===== config.mk =====
export PLATFORM = sky130hd
export DESIGN_NAME = if_fetch_stage_flat
export DESIGN_NICKNAME = d
export VERILOG_FILES = /design/src/rtl/if_fetch_stage_if.sv /design/src/rtl/if_fetch_stage.sv /design/src/flat_wrapper.sv
export SDC_FILE = /design/constraint.sdc
export NUM_CORES = 1
export LEC_CHECK = 0
export ABC_AREA = 1
export BUFFER_PORTS_ARGS = -buffer_cell sky130_fd_sc_hd__buf_4
export CAP_MARGIN = 20
export CELL_PAD_IN_SITES_DETAIL_PLACEMENT = 1
export CELL_PAD_IN_SITES_GLOBAL_PLACEMENT = 2
export CORE_UTILIZATION = 30
export CTS_BUF_LIST = sky130_fd_sc_hd__clkbuf_4
export CTS_CLUSTER_SIZE = 20
export DETAILED_ROUTE_END_ITERATION = 6
export GPL_ROUTABILITY_DRIVEN = 0
export PLACE_DENSITY_LB_ADDON = 0.1
export SYNTH_ARGS = -nofsm -noshare
export SYNTH_HDL_FRONTEND = slang
export SYNTH_SLANG_ARGS = --single-unit

===== constraint.sdc =====
create_clock -name clk -period 1.8 [get_ports clk]
set_input_delay 0.18 -clock clk [delete_from_list [all_inputs] [get_ports clk]]
set_output_delay 0.18 -clock clk [all_outputs]
set_load 0.005 [all_outputs]

===== src/rtl/if_fetch_stage_if.sv =====
// -----------------------------------------------------------------------------
// if_fetch_stage_if
//   Instruction-memory bus between the fetch stage and instruction memory.
//   One request is accepted per req/gnt handshake. The read data comes back on
//   a later cycle, qualified by rvalid. At most one fetch is outstanding.
//
//   Signals
//     req    fetch side -> memory   fetch request
//     addr   fetch side -> memory   fetch address (32 bit)
//     gnt    memory -> fetch side   request accepted this cycle
//     rvalid memory -> fetch side   read data valid
//     rdata  memory -> fetch side   instruction word (32 bit)
//
//   Modports
//     master  fetch stage
//     slave   instruction memory
// -----------------------------------------------------------------------------
interface if_fetch_stage_if;
    logic        req;
    logic [31:0] addr;
    logic        gnt;
    logic        rvalid;
    logic [31:0] rdata;

    modport master (
        output req,
        output addr,
        input  gnt,
        input  rvalid,
        input  rdata
    );

    modport slave (
        input  req,
        input  addr,
        output gnt,
        output rvalid,
        output rdata
    );
endinterface


===== src/rtl/if_fetch_stage.sv =====
// -----------------------------------------------------------------------------
// if_fetch_stage
//   Instruction-fetch stage together with the IF/ID pipeline register.
//   - Owns the PC.
//   - Fetches through a req/gnt + rvalid memory bus, with one fetch in flight.
//   - Honours the decode hazard freeze.
//   - Honours a branch redirect from EXE, which flushes IF/ID.
//   Decode receives the fetch address + PC_STEP and the instruction word.
//   A bubble is an all-zero instruction with id_valid = 0.
//
//   Parameters
//     RESET_PC  PC loaded on reset
//     PC_STEP   byte increment between sequential fetches
//
//   Ports
//     clk             clock, all state on the rising edge
//     rst             asynchronous, active-low reset
//     freeze          hazard stall: hold PC and IF/ID
//     branch_taken    redirect: flush IF/ID, discard any in-flight fetch
//     branch_addr     redirect target
//     imem            instruction-memory bus (master side)
//     id_pc           registered fetch address + PC_STEP
//     id_instruction  registered instruction (0 for a bubble)
//     id_valid        IF/ID holds a real instruction
//
//   Optional build macro IF_PERF_CNT_EN adds two counters, both reset to 0 and wrapping:
//     perf_fetched    instructions loaded into IF/ID
//     perf_dropped    responses discarded after a redirect
// -----------------------------------------------------------------------------
module if_fetch_stage #(
    parameter logic [31:0] RESET_PC = 32'h0000_0000,
    parameter int unsigned PC_STEP  = 4
) (
    input  logic                   clk,
    input  logic                   rst,
    input  logic                   freeze,
    input  logic                   branch_taken,
    input  logic [31:0]            branch_addr,
    if_fetch_stage_if.master       imem,
    output logic [31:0]            id_pc,
    output logic [31:0]            id_instruction,
    output logic                   id_valid
`ifdef IF_PERF_CNT_EN
    ,
    output logic [31:0]            perf_fetched,
    output logic [31:0]            perf_dropped
`endif
);

    localparam logic [31:0] STEP = 32'(PC_STEP);

    // REQ : request presented, waiting for gnt
    // WAIT: granted, waiting for rvalid
    // DROP: granted, but the response is to be thrown away after a redirect
    // HOLD: response captured while decode was frozen
    typedef enum logic [1:0] {
        ST_REQ  = 2'd0,
        ST_WAIT = 2'd1,
        ST_DROP = 2'd2,
        ST_HOLD = 2'd3
    } state_t;

    state_t      state_reg, state_next;
    logic [31:0] pc_reg, pc_next;
    logic [31:0] buf_reg;

    logic        deliver;       // an instruction moves into IF/ID this cycle
    logic [31:0] deliver_data;
    logic        capture;       // park rdata in the buffer while frozen
    logic        discard;       // a fetched word is thrown away this cycle

    // ---------------------------------------------------------------- state register
    always_ff @(posedge clk or negedge rst) begin
        if (!rst) begin
            state_reg <= ST_REQ;
        end else begin
            state_reg <= state_next;
        end
    end

    // ---------------------------------------------------------------- next state
    always_comb begin
        state_next   = state_reg;
        pc_next      = pc_reg;
        deliver      = 1'b0;
        deliver_data = imem.rdata;
        capture      = 1'b0;
        discard      = 1'b0;
        case (state_reg)
            ST_REQ: begin
                // An ungranted request may retarget freely.
                // A granted one must have its data drained in DROP.
                if (branch_taken) begin
                    pc_next = branch_addr;
                    if (imem.gnt) begin
                        state_next = ST_DROP;
                    end
                end else if (imem.gnt) begin
                    state_next = ST_WAIT;
                end
            end
            ST_WAIT: begin
                if (branch_taken) begin
                    pc_next = branch_addr;
                    if (imem.rvalid) begin
                        discard    = 1'b1;
                        state_next = ST_REQ;
                    end else begin
                        state_next = ST_DROP;
                    end
                end else if (imem.rvalid) begin
                    if (freeze) begin
                        capture    = 1'b1;
                        state_next = ST_HOLD;
                    end else begin
                        deliver    = 1'b1;
                        pc_next    = pc_reg + STEP;
                        state_next = ST_REQ;
                    end
                end
            end
            ST_DROP: begin
                if (branch_taken) begin
                    pc_next = branch_addr;
                end
                if (imem.rvalid) begin
                    discard    = 1'b1;
                    state_next = ST_REQ;
                end
            end
            ST_HOLD: begin
                if (branch_taken) begin
                    discard    = 1'b1;
                    pc_next    = branch_addr;
                    state_next = ST_REQ;
                end else if (!freeze) begin
                    deliver      = 1'b1;
                    deliver_data = buf_reg;
                    pc_next      = pc_reg + STEP;
                    state_next   = ST_REQ;
                end
            end
            default: begin
                state_next = ST_REQ;
            end
        endcase
    end

    // ---------------------------------------------------------------- outputs
    always_comb begin
        imem.req  = (state_reg == ST_REQ);
        imem.addr = pc_reg;
    end

    // ---------------------------------------------------------------- datapath
    always_ff @(posedge clk or negedge rst) begin
        if (!rst) begin
            pc_reg <= RESET_PC;
        end else begin
            pc_reg <= pc_next;
        end
    end

    always_ff @(posedge clk or negedge rst) begin
        if (!rst) begin
            buf_reg <= 32'h0;
        end else if (capture) begin
            buf_reg <= imem.rdata;
        end
    end

    // IF/ID register. The priority order is:
    //   flush > freeze hold > load > bubble
    // On a bubble id_pc keeps its value; only the instruction and valid clear.
    always_ff @(posedge clk or negedge rst) begin
        if (!rst) begin
            id_pc          <= 32'h0;
            id_instruction <= 32'h0;
            id_valid       <= 1'b0;
        end else if (branch_taken) begin
            id_pc          <= 32'h0;
            id_instruction <= 32'h0;
            id_valid       <= 1'b0;
        end else if (!freeze) begin
            if (deliver) begin
                id_pc          <= pc_reg + STEP;
                id_instruction <= deliver_data;
                id_valid       <= 1'b1;
            end else begin
                id_instruction <= 32'h0;
                id_valid       <= 1'b0;
            end
        end
    end

`ifdef IF_PERF_CNT_EN
    always_ff @(posedge clk or negedge rst) begin
        if (!rst) begin
            perf_fetched <= 32'h0;
            perf_dropped <= 32'h0;
        end else begin
            if (deliver) begin
                perf_fetched <= perf_fetched + 32'd1;
            end
            if (discard) begin
                perf_dropped <= perf_dropped + 32'd1;
            end
        end
    end
`else
    // discard only feeds the optional counters
    logic unused_discard;
    assign unused_discard = discard;
`endif

endmodule


===== src/flat_wrapper.sv =====
// flat-port wrapper written by rule: the top's interface ports become plain ports
module if_fetch_stage_flat 
#(
    parameter logic [31:0] RESET_PC = 32'h0000_0000,
    parameter int unsigned PC_STEP  = 4
)
  (clk, rst, freeze, branch_taken, branch_addr, id_pc, id_instruction, id_valid, imem_req, imem_addr, imem_gnt, imem_rvalid, imem_rdata);
  if_fetch_stage_if imem_i ();
  input  logic clk;
  input  logic rst;
  input  logic freeze;
  input  logic branch_taken;
  input  logic [31:0] branch_addr;
  output logic [31:0] id_pc;
  output logic [31:0] id_instruction;
  output logic id_valid;
  output wire logic [$bits(imem_i.req)-1:0] imem_req;
  output wire logic [$bits(imem_i.addr)-1:0] imem_addr;
  input wire logic [$bits(imem_i.gnt)-1:0] imem_gnt;
  input wire logic [$bits(imem_i.rvalid)-1:0] imem_rvalid;
  input wire logic [$bits(imem_i.rdata)-1:0] imem_rdata;
  assign imem_req = imem_i.req;
  assign imem_addr = imem_i.addr;
  assign imem_i.gnt = imem_gnt;
  assign imem_i.rvalid = imem_rvalid;
  assign imem_i.rdata = imem_rdata;
  if_fetch_stage #(.RESET_PC(RESET_PC), .PC_STEP(PC_STEP)) u_core (.clk(clk), .rst(rst), .freeze(freeze), .branch_taken(branch_taken), .branch_addr(branch_addr), .imem(imem_i), .id_pc(id_pc), .id_instruction(id_instruction), .id_valid(id_valid));
endmodule

## Yosys cells after proc, flatten, opt, wreduce, memory -nomap -nowiden

Cells that the tools add are included.

- Input port bits: 70
- Output and inout port bits: 98
- Register bits after elaboration: 131

- Eq/ne operators: 9
- $add $sub $neg: 1
- Muxes and demuxes: 36
- Reduce and logical (&&, ||, !) cells: 6

Operators with widths:

| operator | number |
|---|---|
| 2-to-1 mux 32 bit | 12 |
| case mux 32 bit (3 select lines) | 1 |
| adder 32 x 3 -> 32 bit, second input constant | 1 |
| 2-to-1 mux 2 bit | 10 |
| 2-to-1 mux 1 bit | 11 |
| case mux 2 bit (4 select lines) | 1 |
| != test 2 x 1 -> 1 bit, second input constant | 3 |
| != test 3 bit, second input constant | 2 |
| == test 2 bit, second input constant | 2 |
| AND reduction 2 bit | 2 |
| AND reduction 4 bit | 1 |
| == test 2 x 1 -> 1 bit, second input constant | 1 |
| zero test 2 bit | 1 |
| != test 2 bit, second input constant | 1 |
| case mux 1 bit (2 select lines) | 1 |
| nonzero test 2 bit | 1 |
| OR reduction 2 bit | 1 |

## Longest topological paths before layout

Gate-level depths: netlist of run 1.

- Word-level depth: 7
- Mapped depth: 10
- Mapped depth without buffers: 10

## Worst setup path after synthesis of run 1

OpenSTA, ideal clock, no wires.

- Path type: reg2reg
- From: register u_core.pc_reg[2] (netlist: u_core.imem.addr[2])
- To: register u_core.pc_reg[26] (netlist: u_core.imem.addr[26])
- Period minus slack after synthesis: 1.525 ns
- Arrival time: 1.408 ns
- Path slack: 0.275 ns
- Stages on the path, launching flop included: 11
- Library setup time: 0.116 ns
- Path through: dfrtp_1 ha_1 nand2_1 nor2_1 nand2_1 nor2_1 nand2_1 nand2_1 nand3_1 nand2_1 nand2_1

- Cells in the longest elaborated chain, start to end: 5

Ends and longest elaborated chain:

| element | line | RTL |
|---|---|---|
| start, declared | if_fetch_stage.sv:64 | `logic [31:0] pc_reg, pc_next;` |
| start signal, assigned | if_fetch_stage.sv:160 | `pc_reg <= pc_next;` |
| adder 32 x 3 -> 32 bit (*) | if_fetch_stage.sv:117, if_fetch_stage.sv:139 |  |
| 2-to-1 mux 32 bit (*) | if_fetch_stage.sv:112, if_fetch_stage.sv:136 |  |
| 2-to-1 mux 32 bit | if_fetch_stage.sv:111 | `end else if (imem.rvalid) begin` |
| 2-to-1 mux 32 bit | if_fetch_stage.sv:103 | `if (branch_taken) begin` |
| case mux 32 bit (3 select lines) (*) | if_fetch_stage.sv:89 | `case (state_reg)` |

Mark *: on every way between the ends. The rest lies on a longest branch, timed or not. The select of a mux whose other input is x is not followed.
A chain may end at the register's enable or synchronous reset.

## Worst setup path after layout of run 1

- From: register u_core.state_reg[0]
- To: output imem_req

- Cells in the longest elaborated chain, start to end: 1

Ends and longest elaborated chain:

| element | line | RTL |
|---|---|---|
| start, declared | if_fetch_stage.sv:63 | `state_t state_reg, state_next;` |
| start signal, assigned | if_fetch_stage.sv:77 | `state_reg <= state_next;` |
| zero test 2 bit | if_fetch_stage.sv:151 | `imem.req = (state_reg == ST_REQ);` |
| end, declared | flat_wrapper.sv:17 | `output wire logic [$bits(imem_i.req)-1:0] imem_req;` |

Every way passes these cells.

==> flow_metrics.py, run 1 <==
metrics = {
    "hold_path": {
        "min_path_type": "in -> reg",
        "hold_depth": 5,
        "min-delay-start": "branch_addr[27]",
        "min_to": "u_core.imem.addr[27]$_DFFE_PN0P_",
    },
    "synthesis": {
        "netlist_area_um2": 6420,
        "synth_area_leaders": "dfrtp_1 51%, nand2_1 18%, o21ai_0 8.9%",
        "synthDistinctLibCells": 29,
        "synth_compound_area_frac": 0.127,
        "yosys.area_share.adder": 0.00195,
        "yosys_most_used_dff": "dfrtp_1",
        "synth_nets": 927,
        "synth_cells": 856,
        "async_flop_share": 1.00,
        "ys_ff_latch": 131,
        "synth-xor-area-share": 0.0109,
        "synth_edf_count": 0,
        "synthMuxAreaShare": 0,
        "ys.warnings.count": 0,
        "synth_top_area_share": 0.511,
        "synth-simple-area-share": 0.277,
        "avgSynthCellArea_um2": 7.50,
        "yosys.area.top_type": "dfrtp_1",
        "synth_top_family_by_area": "simple AND/OR/NAND/NOR gates",
        "ys_seq_area_frac": 0.511,
    },
    "die": {
        "num_rows": 53,
        "die_y_um": 148,
        "die_width_um": 148,
        "start_util": 0.305,
        "core_area_um2": 21000,
        "dieArea_um2": 22000,
        "boundaryPins": 168,
    },
    "sta": {
        "hold_violations": 0,
        "fin_crit_ns": 1.65,
        "tightest_slew_ns": 0.521,
        "max_freq_mhz": 607,
        "relSlewSlack": 0.652,
        "post-route-period-util": 0.915,
        "slew_violations": 0,
        "setup_viol": 0,
        "finalClockSkew_ns": 0.0237,
        "setup_tns_ns": 0,
    },
    "power": {
        "power.density_nw_per_um2": 1100,
        "vdd_drop_max_mv": 0.457,
        "leakagePower_uw": 0.00471,
    },
    "critical_path": {
        "arrival_ns": 1.47,
        "crit_required_ns": 1.62,
        "crit_chain": "buf_4 > nor2_1 > buf_4",
        "timing.rr.start": "u_core.imem.addr[3]$_DFFE_PN0P_",
        "cp-end-kind": "output pin",
        "setup.worst_path.start_class": "register",
        "slowest_stage": "dfrtp_1",
        "worstSetupPathType": "reg -> out",
        "cp_max_fo": 5,
        "rr_worst_depth": 10,
        "max_stage_delay_ns": 0.42,
        "crit_top_cell": "buf_4",
        "reg2reg_to": "u_core.imem.addr[28]$_DFFE_PN0P_",
        "cp-startpoint": "u_core.state_reg[0]$_DFFE_PN0P_",
        "r2r_setup_slack_ns": 0.20,
    },
    "global_routing": {
        "antenna_found_initial": 1,
        "grt_pass1_wl_um": 34100,
        "grt_max_degree": 65,
        "grt_overflow": 0,
        "grt_pass1_vias": 6596,
        "grt_usage": 0.199,
    },
    "cells_and_area": {
        "fin_area_um2": 9170,
        "post_route_cells_drive_above_1_share": 0.218,
        "layout.nets": 1170,
        "area_growth_pct": 42.9,
    },
    "place": {
        "placed_area_um2": 8150,
        "port_buffers": 167,
        "dp_hpwl_um": 14400,
    },
    "clock_network": {
        "cts_buffers": 17,
        "cts_htree_levels": 4,
        "numClockSinks": 131,
        "clk_path_buf_depth": 2,
        "clk_pin_slew_worst_paths_ns": 0.14,
        "cts_tree": "built",
        "root_buffer": "clkbuf_4",
        "postCtsSetupBuffers": 0,
        "clk_latency_ns": 0.55,
    },
    "route": {
        "drt-pass1-iter-count": 4,
        "vias": 6289,
        "final_antenna_net_count": 0,
        "drt_iter0_markers": 308,
        "wl_per_cell_um": 15.0,
        "drc": 0,
        "vias_per_cell": 4.53,
        "routed_wl_um": 20900,
    },
    "job": {
        "maxCapViolCount": 0,
    },
    "outcome": {
        "outcome": "complete, no violations",
    },
}
[cells in the mapped netlist, drive strengths merged, types with 2 or more instances]
| cell type | n |
|---|---|
| a21oi | 16 |
| and2 | 4 |
| buf | 18 |
| xnor2 | 2 |
| inv | 78 |
| clkbuf | 19 |
| o211ai | 2 |
| nand2 | 317 |
| o21ai | 122 |
| o22ai | 4 |
| nor2 | 95 |
| dfrtp | 131 |
| nand3 | 29 |
| a22o | 7 |
| xor2 | 6 |
[cells by family after synthesis]
logic type | count (synthesis)
fa+ha+maj | 1
flops | 131
buf+inv | 115
compound gates | 154
simple gates | 447
xor+xnor | 8
[layout by cell type (no fill, tap or decap), types with 7 or more instances in the layout]
cell type        n
buf_4          182
inv_1           76
nor2_1          87
a21oi_1         16
nand2_1        311
o21ai_1         10
a22o_1           7
nand3_1         28
o21ai_0        112
dfrtp_1        130
clkbuf_4        18
dlygate4sd3_1   69
buf_12           9
[final cells by class]
type / count / area (um2)
sequential: 131 / 3280
clock inverter: 14 / 178
clock buffer: 18 / 135
antenna: 1 / 2.50
tap: 275 / 344
fill: 2585 / 11900
multi-input combinational: 610 / 2690
inverter: 78 / 293
timing repair buffer: 261 / 2250
[routing by layer]
| layer | vias up | share of wire | GRT usage |
|---|---|---|---|
| li1 | 3170 | - | - |
| met1 | 2994 | 0.45 | 0.251 |
| met2 | 113 | 0.50 | 0.347 |
| met3 | 12 | 0.034 | 0.0408 |
| met4 | 0 | 0.0090 | 0.0500 |
| met5 | - | 0 | 0 |
[where the power goes]
| part | internal (uW) | switching, uW |
|---|---|---|
| clock network | 999 | 1270 |
| logic | 1580 | 1850 |
| registers | 3710 | 655 |
[critical path, delay by kind of cell (launching register included)]
| family | cells | cell delay (ns) |
|---|---|---|
| simple gates | 1 | 0.18 |
| buf+inv | 2 | 0.32 |
| flops | 1 | 0.42 |
[how the worst max path moves through the flow]
stage / to / depth (start not counted)
detailed placement: u_core.id_pc[14]$_DFFE_PN0P_ / 8
global route: u_core.imem.addr[20]$_DFFE_PN0P_ / 8
finish: imem_req / 3
CTS: u_core.id_pc[14]$_DFFE_PN0P_ / 8
global placement: u_core.imem.addr[20]$_DFFE_PN0P_ / 8
floorplan: u_core.imem.addr[26]$_DFFE_PN0P_ / 10
[per-stage QoR]
step	cells	util	power (uW)	setup slack, ns	hold slack, ns
2_1_floorplan	856	-	6060	0.275	-0.116
3_3_place_gp	1286	0.388	7730	0.201	0.168
3_5_place_dp	1286	0.388	7800	0.105	0.161
4_1_cts	1387	0.436	10200	0.0627	0.00103
5_1_grt	1388	0.436	10900	-0.0188	0.00139
6_report	1388	0.436	10100	0.152	0.0448
[timing repair]
item / 4_1_cts / 5_1_grt
setup endpoints to repair: 0 / 15
hold buffers: 69 / 0
hold endpoints to repair: 220 / 0
resized for setup: 0 / 7
(Power assumes the default switching activity.)
==> run 2, diff against run 1 <==
- CORE_MARGIN: default -> 5
==> run 2 against run 1 <==
Effect of this change: core utilization is 0.13 points lower; worst setup slack better by 0.023 ns; first-iteration DRC count is 32% lower; combinational power is 1% higher; register-to-register slack worse by 0.02 ns; clock skew is 0.00095 ns higher; clock-buffer cell count is 1 higher; worst hold slack better by 0.021 ns.
==> flow_metrics.py, run 2 (synthesis gave the netlist of run 1 again) <==
metrics = {
    "job": {
        "maxCapViolCount": 0,
    },
    "sta": {
        "post-route-period-util": 0.903,
        "relSlewSlack": 0.740,
        "setup_tns_ns": 0,
        "slew_violations": 0,
        "hold_violations": 0,
        "grt_setup_unrepaired": "false",
        "setup_viol": 0,
        "tightest_slew_ns": 0.390,
        "fin_crit_ns": 1.62,
        "finalClockSkew_ns": 0.0246,
        "max_freq_mhz": 616,
    },
    "global_routing": {
        "grt_max_degree": 65,
        "grt_overflow": 0,
        "grt_pass1_vias": 6591,
        "antenna_found_initial": 1,
        "grt_usage": 0.180,
        "grt_pass1_wl_um": 34900,
    },
    "die": {
        "start_util": 0.305,
        "num_rows": 53,
        "die_y_um": 156,
        "core_area_um2": 21000,
        "boundaryPins": 168,
        "dieArea_um2": 24400,
        "die_width_um": 156,
    },
    "route": {
        "vias_per_cell": 4.54,
        "drt-pass1-iter-count": 4,
        "drc": 0,
        "vias": 6309,
        "final_antenna_net_count": 0,
        "routed_wl_um": 21500,
        "drt_iter0_markers": 209,
        "wl_per_cell_um": 15.4,
    },
    "cells_and_area": {
        "fin_area_um2": 9140,
        "seq_area_um2": 3280,
        "area_growth_pct": 42.4,
        "post_route_cells_drive_above_1_share": 0.216,
        "final_common_cell": "nand2_1",
        "multi_input_area_um2": 2680,
        "fillers": 2570,
        "layout_common_cells": "312 x nand2_1, 183 x buf_4, 130 x dfrtp_1",
        "layout.nets": 1173,
    },
    "clock_network": {
        "clk_pin_slew_worst_paths_ns": 0.14,
        "root_buffer": "clkbuf_4",
        "cts_buffers": 17,
        "numClockSinks": 131,
        "clk_path_buf_depth": 2,
        "cts_tree": "built",
        "clk_latency_ns": 0.55,
        "cts_htree_levels": 4,
    },
    "critical_path": {
        "cp_max_fo": 35,
        "worstSetupPathType": "reg -> reg",
        "setup.worst_path.start_class": "register",
        "arrival_ns": 2.05,
        "cp-end-kind": "register",
        "crit_required_ns": 2.23,
    },
    "hold_path": {
        "min_path_type": "in -> async",
    },
    "place": {
        "placed_area_um2": 8120,
        "port_buffers": 167,
        "dp_hpwl_um": 15000,
    },
    "power": {
        "leakagePower_uw": 0.00469,
        "power.density_nw_per_um2": 1070,
        "vdd_drop_max_mv": 0.502,
    },
    "outcome": {
        "outcome": "complete, no violations",
    },
}
==> run 2: changes by cell type in the layout (fill, tap and decap cells not counted), moves of 2 or more <==
cell / delta
bufinv_16: -2
clkinv_4: -2
clkinvlp_4: +4
dlygate4sd3_1: +3
o21ai_0: +2
o21ai_1: -2
==> run 2: layout make-up <==
class,count,area share
diodes,1,0.000274
clock buffers,19,0.0156
clock inverters,13,0.0138
inverters,78,0.0324
multi-input cells,610,0.294
flip-flops and latches,131,0.359
well taps,275,0.0376
repair buffers,264,0.248
==> run 2: repair_timing <==
action / in CTS / in global routing
setup endpoints to repair: 0 / 13
gates resized for setup: 0 / 5
hold buffers: 72 / 0
setup buffers: 0 / 1
hold endpoints to repair: 229 / 0
==> run 2: final timing paths <==
| check | from | endpoint | slack, ns | cells past startpoint |
|---|---|---|---|---|
| setup / recovery | u_core.state_reg[0]$_DFFE_PN0P_ | u_core.imem.addr[2]$_DFFE_PN0P_ | 0.18 | 9 |
| hold / removal | rst | u_core.id_pc[9]$_DFFE_PN0P_ | 0.07 | 2 |
| setup reg to reg | u_core.state_reg[0]$_DFFE_PN0P_ | u_core.imem.addr[2]$_DFFE_PN0P_ | 0.18 | 9 |
| hold reg to reg | u_core.buf_reg[23]$_DFFE_PN0P_ | u_core.buf_reg[23]$_DFFE_PN0P_ | 0.49 | 2 |
| max in group asynchronous | rst | u_core.id_pc[27]$_DFFE_PN0P_ | 0.99 | 3 |
| min in group clk | imem_rdata[3] | u_core.buf_reg[3]$_DFFE_PN0P_ | 0.42 | 4 |
==> run 2: critical path, stage by stage, from the launching register on <==
cell and delay, ns:
dfrtp_1 0.47, inv_2 0.08, nor2_4 0.16, buf_12 0.24, clkinvlp_4 0.15, buf_12 0.16
nand2_1 0.05, o21ai_0 0.07, nand2_1 0.06, nand2_1 0.05
==> run 2: per-layer routing <==
| metal | vias to the layer above | wire [um] | track usage |
|---|---|---|---|
| li1 | 3189 | - | - |
| met1 | 2989 | 9430 | 0.228 |
| met2 | 112 | 10800 | 0.314 |
| met3 | 19 | 1020 | 0.0390 |
| met4 | 0 | 234 | 0.0413 |
| met5 | - | 0 | 0 |
==> run 2: stage by stage <==
stage,setup slack (ns),hold WS (ns),power (uW),util,cells
3_3_place_gp,0.145,0.102,7740,0.386,1285
4_1_cts,0.114,0.0173,9970,0.433,1389
3_5_place_dp,0.131,0.0971,7810,0.386,1285
2_1_floorplan,0.275,-0.116,6060,-,856
6_report,0.175,0.0658,9810,0.435,1391
5_1_grt,0.00540,0.0244,10700,0.435,1391
==> run 2: where the power goes <==
| group | switching (uW) | internal, uW | total, uW |
|---|---|---|---|
| Sequential | 642 | 3710 | 4350 |
| Clock | 1230 | 737 | 1970 |
| Combinational | 1890 | 1600 | 3480 |
| Total | 3760 | 6050 | 9810 |
